File: src/rtl/matrix_scan_ctrl.sv
// Row-scan sequencer for an LED matrix with a single pending-frame slot.
// Optional inter-row blanking is compiled in with `define SCAN_BLANK_EN.
module matrix_scan_ctrl #(
    parameter int ROW       = 8,
    parameter int COL       = 8,
    parameter int BIT_COUNT = 3,
    parameter int DWELL     = 1000,
    parameter int BLANK     = 16
) (
    input  logic                 clk,
    input  logic                 rst,
    input  logic [ROW*COL-1:0]   frame_in,
    input  logic                 frame_valid,
    output logic                 frame_ready,
    output logic [ROW-1:0]       row_n,
    output logic [COL-1:0]       col_n,
    output logic [BIT_COUNT-1:0] count_row,
    output logic                 frame_done
);

    localparam int CMAX = (DWELL > BLANK) ? DWELL : BLANK;
    localparam int CW   = (CMAX > 1) ? $clog2(CMAX) : 1;

`ifdef SCAN_BLANK_EN
    typedef enum logic {S_DRIVE, S_BLANK} state_t;
`else
    typedef enum logic {S_DRIVE} state_t;
`endif

    state_t               r_state, w_state_nxt;
    logic [BIT_COUNT-1:0] r_row, w_row_nxt;
    logic [CW-1:0]        r_cnt, w_cnt_nxt;
    logic [ROW*COL-1:0]   r_active;
    logic [ROW*COL-1:0]   r_pending;
    logic                 r_pend_vld;
    logic                 r_frame_done;
    logic                 w_boundary;

    always_comb begin
        w_state_nxt = r_state;
        w_row_nxt   = r_row;
        w_cnt_nxt   = r_cnt + 1'b1;
        w_boundary  = 1'b0;
        case (r_state)
            S_DRIVE: begin
                if (r_cnt == CW'(DWELL - 1)) begin
                    w_cnt_nxt  = '0;
                    w_row_nxt  = (r_row == BIT_COUNT'(ROW - 1)) ? '0 : r_row + 1'b1;
                    w_boundary = (r_row == BIT_COUNT'(ROW - 1));
`ifdef SCAN_BLANK_EN
                    w_state_nxt = S_BLANK;
`endif
                end
            end
`ifdef SCAN_BLANK_EN
            S_BLANK: begin
                if (r_cnt == CW'(BLANK - 1)) begin
                    w_cnt_nxt   = '0;
                    w_state_nxt = S_DRIVE;
                end
            end
`endif
            default: begin
                w_state_nxt = S_DRIVE;
                w_cnt_nxt   = '0;
            end
        endcase
    end

    always_ff @(posedge clk) begin
        if (rst) begin
            r_state <= S_DRIVE;
        end else begin
            r_state <= w_state_nxt;
        end
    end

    // Swap needs pend_vld=1 and capture needs pend_vld=0, so they never coincide.
    always_ff @(posedge clk) begin
        if (rst) begin
            r_row        <= '0;
            r_cnt        <= '0;
            r_active     <= '0;
            r_pending    <= '0;
            r_pend_vld   <= 1'b0;
            r_frame_done <= 1'b0;
        end else begin
            r_row        <= w_row_nxt;
            r_cnt        <= w_cnt_nxt;
            r_frame_done <= w_boundary;
            if (w_boundary && r_pend_vld) begin
                r_active   <= r_pending;
                r_pend_vld <= 1'b0;
            end else if (frame_valid && !r_pend_vld) begin
                r_pending  <= frame_in;
                r_pend_vld <= 1'b1;
            end
        end
    end

    always_comb begin
        frame_ready = ~r_pend_vld;
        count_row   = r_row;
        frame_done  = r_frame_done;
        row_n       = '1;
        col_n       = '1;
        if (r_state == S_DRIVE) begin
            row_n = ~(ROW'(1) << r_row);
            col_n = ~r_active[r_row*COL +: COL];
        end
    end

endmodule

File: config.mk
export PLATFORM = sky130hd
export DESIGN_NAME = matrix_scan_ctrl
export DESIGN_NICKNAME = d
export VERILOG_FILES = /design/src/rtl/matrix_scan_ctrl.sv
export SDC_FILE = /design/constraint.sdc
export NUM_CORES = 1
export LEC_CHECK = 0
export CAP_MARGIN = 20
export CORE_MARGIN = 10
export CORE_UTILIZATION = 30
export DETAILED_ROUTE_END_ITERATION = 8
export PLACE_DENSITY = 0.48
export SYNTH_ARGS = -nofsm -noshare
export SYNTH_HDL_FRONTEND = slang
export SYNTH_SLANG_ARGS = --single-unit
File: constraint.sdc
create_clock -name clk -period 2.6 [get_ports clk]
set_input_delay 0.65 -clock clk [delete_from_list [all_inputs] [get_ports clk]]
set_output_delay 0.65 -clock clk [all_outputs]
set_load 0.01 [all_outputs]
==> flow_metrics.py <==
metrics = {
    "run_status": {
        "status": "finished, final reports clean",
    },
    "floorplan": {
        "fp.dieW_um": 161,
        "rows": 51,
        "core-area_sq_um": 19500,
        "io_pins": 88,
        "die_h_um": 161,
        "start_util_pct": 30.6,
        "dieArea_sq_um": 26000,
    },
    "logic_synthesis": {
        "ys_top_cells_by_area": "dfxtp_1 (48%), nand2_1 (17%), mux2i_1 (12%), mux4_2 (6.0%), a21oi_1 (5.7%)",
        "syn_area_sq_um": 5970,
        "ys_seq_elements": 143,
        "postSynthAreaPerCell_sq_um": 8.85,
        "yosysTopAreaCell": "dfxtp_1",
        "yosys_warnings": 0,
        "synthCells": 675,
        "yosysSeqAreaShare_pct": 47.9,
        "synth_top_cell_area_share_pct": 47.9,
        "synth_cell_types": 36,
        "synth_nets": 749,
    },
    "job": {
        "cap_violations": 0,
    },
    "drt": {
        "drtAntennaViolNets": 0,
        "vias": 4615,
        "drc": 0,
        "wl_per_cell_um": 15.0,
        "wirelength_um": 15400,
        "via_per_inst": 4.50,
        "first_pass_iters": 4,
        "detailedRoute.firstIterationViolations": 182,
    },
    "timing": {
        "skew_ns": 0.00885,
        "fin_crit_sh_pct": 96.7,
        "post-route-min-period_ns": 2.51,
        "fmax_ghz": 0.398,
        "finalSetupTns_ns": 0,
        "rsz0062_at_grt": "false",
        "tightest_slew_ns": 0.726,
        "finalHoldViolations": 0,
        "setup_violations": 0,
        "drv_slew": 0,
        "whs_ns": 0.447,
        "max_slew_margin_pct": 51.2,
    },
    "place": {
        "place.gp.congestion": 0.831,
        "place_inst": 995,
        "hpwl_um": 11300,
        "portBuffers": 87,
    },
    "finish": {
        "diodes": 0,
        "nFillCells": 1995,
        "final_layout_size_suffix_gt1_share_pct": 11.4,
        "finalNonFillerCells": 1026,
        "nets": 823,
        "areaGrowthSynthToFinish_pct": 29.3,
    },
    "grt": {
        "first_global_vias": 4810,
        "grt_pass1_wl_um": 25300,
        "grt_max_degree": 66,
        "antenna_found_initial": 0,
        "overflow": 0,
        "track_usage_pct": 12.0,
    },
    "min_path": {
        "min_path_type": "reg2reg",
    },
    "clocking": {
        "root_buffer": "clkbuf_16",
        "cts_sinks": 143,
        "cts_hold_buffers": 0,
        "clock_latency_ns": 0.42,
        "cts_tree": "built",
        "cts_inserted_buffers": 17,
        "htreeDepth": 4,
        "cts_max_path_buffers": 2,
        "clk_pin_slew_worst_paths_ns": 0.06,
    },
    "worst_setup_path": {
        "start_kind": "register",
        "path_class": "reg2out",
        "crit_fanout": 12,
        "path_cells": "buf_12, mux4_2, mux2i_2, buf_2",
        "worstPathArrival_ns": 1.86,
        "endpoint_kind": "output port",
        "crit_family": "multiplexers",
        "cp_slowest_cell": "mux4_2",
        "crit_buf_inv": 2,
        "max_stage_delay_ns": 0.52,
        "required_ns": 1.95,
    },
    "power_and_ir_drop": {
        "irDropWorstVdd_v": 0.000404,
        "power_density_nw_per_um2": 650,
        "leakagePower_nw": 2.64,
    },
}
## cells in the mapped netlist (all sizes together)
cell type  count
mux2i         72
nand4b         1
a21oi         68
nand2b         1
clkbuf        31
dfxtp        143
o31ai          4
buf           18
ha             7
a41oi          1
nand4          3
a2111oi        1
and3           2
nand3          3
nor3           4
nor4           1
mux4          16
nor2b          1
o221ai         1
nor2           6
or4            2
and4b          1
or3            2
inv            9
and4           1
o21ai          3
a211oi         1
xor2           1
xnor2          2
a31oi          2
nand2        267
## area by class of cell
class	count	area (sq um)	area share (%)
Clock buffer	22	484	6.27
Clock inverter	9	109	1.41
Inverter	9	35.0	0.454
Multi-Input combinational cell	474	2860	37.0
Sequential cell	143	2870	37.1
Tap cell	265	332	4.29
Timing Repair Buffer	104	1040	13.4
## flip-flops by register name, summed over array words and instances (netlist names)
signal,count
count_row,3
r_active,64
r_pend_vld,1
r_cnt,10
frame_done,1
r_pending,64
## worst paths after layout
| check | start | to | slack [ns] | cells past startpoint |
|---|---|---|---|---|
| max reg2reg | r_cnt[0]$_SDFF_PP0_ | r_active[17]$_SDFFE_PP0P_ | 0.56 | 5 |
| max | count_row[0]$_SDFFE_PP0N_ | col_n[6] | 0.09 | 4 |
| min | r_cnt[0]$_SDFF_PP0_ | r_cnt[0]$_SDFF_PP0_ | 0.45 | 1 |
| min reg2reg | r_cnt[0]$_SDFF_PP0_ | r_cnt[0]$_SDFF_PP0_ | 0.45 | 1 |
## worst reg2reg max path, delay by kind of cell, from the launching register on
| family | cells | cell delay (ns) |
|---|---|---|
| adders and majority gates | 1 | 0.28 |
| buffers and inverters | 1 | 0.38 |
| DFF | 1 | 0.35 |
| muxes | 1 | 0.34 |
| and+or+nand+nor | 2 | 0.61 |
## cell usage in the layout, fill, tap and decap left out, types with 2 or more instances in the layout
cell / instances
a21oi_1: 68
nor3_1: 4
mux4_2: 16
buf_12: 6
buf_2: 8
buf_4: 11
a31oi_1: 2
xnor2_1: 2
clkbuf_8: 4
clkbuf_16: 17
inv_1: 8
clkinv_2: 3
clkdlybuf4s50_1: 76
dfxtp_1: 140
mux2i_1: 66
dfxtp_2: 3
nand3_1: 3
o31ai_1: 4
nand2_1: 267
nand4_1: 2
bufinv_16: 2
and3_1: 2
clkinvlp_4: 4
mux2i_2: 5
or4_1: 2
o21ai_0: 3
nor2_1: 6
ha_1: 7
or3_1: 2
## power by group
part / internal [mW] / leakage, nW / total [mW] / switching (mW)
Combinational: 0.153 / 1.19 / 0.312 / 0.159
Clock: 1.51 / 0.280 / 2.41 / 0.909
Sequential: 2.25 / 1.16 / 2.29 / 0.0386
Total: 3.91 / 2.64 / 5.02 / 1.11
## metrics by stage
stage	cell area [sq um]	power (mW)	util, %	worst slack (ns)
2_1_floorplan	5970	2.49	-	0.253
5_1_grt	7720	5.22	39.5	0.00365
3_5_place_dp	7130	2.66	36.5	0.0128
3_3_place_gp	7130	2.65	36.5	0.0564
4_1_cts	7750	5.07	39.7	-0.00461
6_report	7720	5.02	39.5	0.0855
## metal layers
layer	vias up	share of wire, %	track usage, %
met5	-	0	0
met4	0	0.93	3.72
met3	10	4.4	4.04
met2	84	45	18.6
met1	2127	50	15.5
li1	2394	-	-
## cells by family after synthesis
group                      count (synthesis)  synth area share (%)
DFF                                      143                  47.9
and+or+nand+nor                          295                  20.0
xor gates and xnor gates                   3                 0.440
adders and majority gates                  7                  1.47
AOI/OAI and AO/OA                         81                  7.23
buffers and inverters                     58                  4.86
muxes                                     88                  18.1
## timing repair
action / CTS / global route
endpoints found under the setup margin: 10 / 6
buffers inserted: 0 / 0
resized for setup: 40 / 7
pin swaps: 0 / 0
No activity file was read; power rests on OpenSTA's default activity.
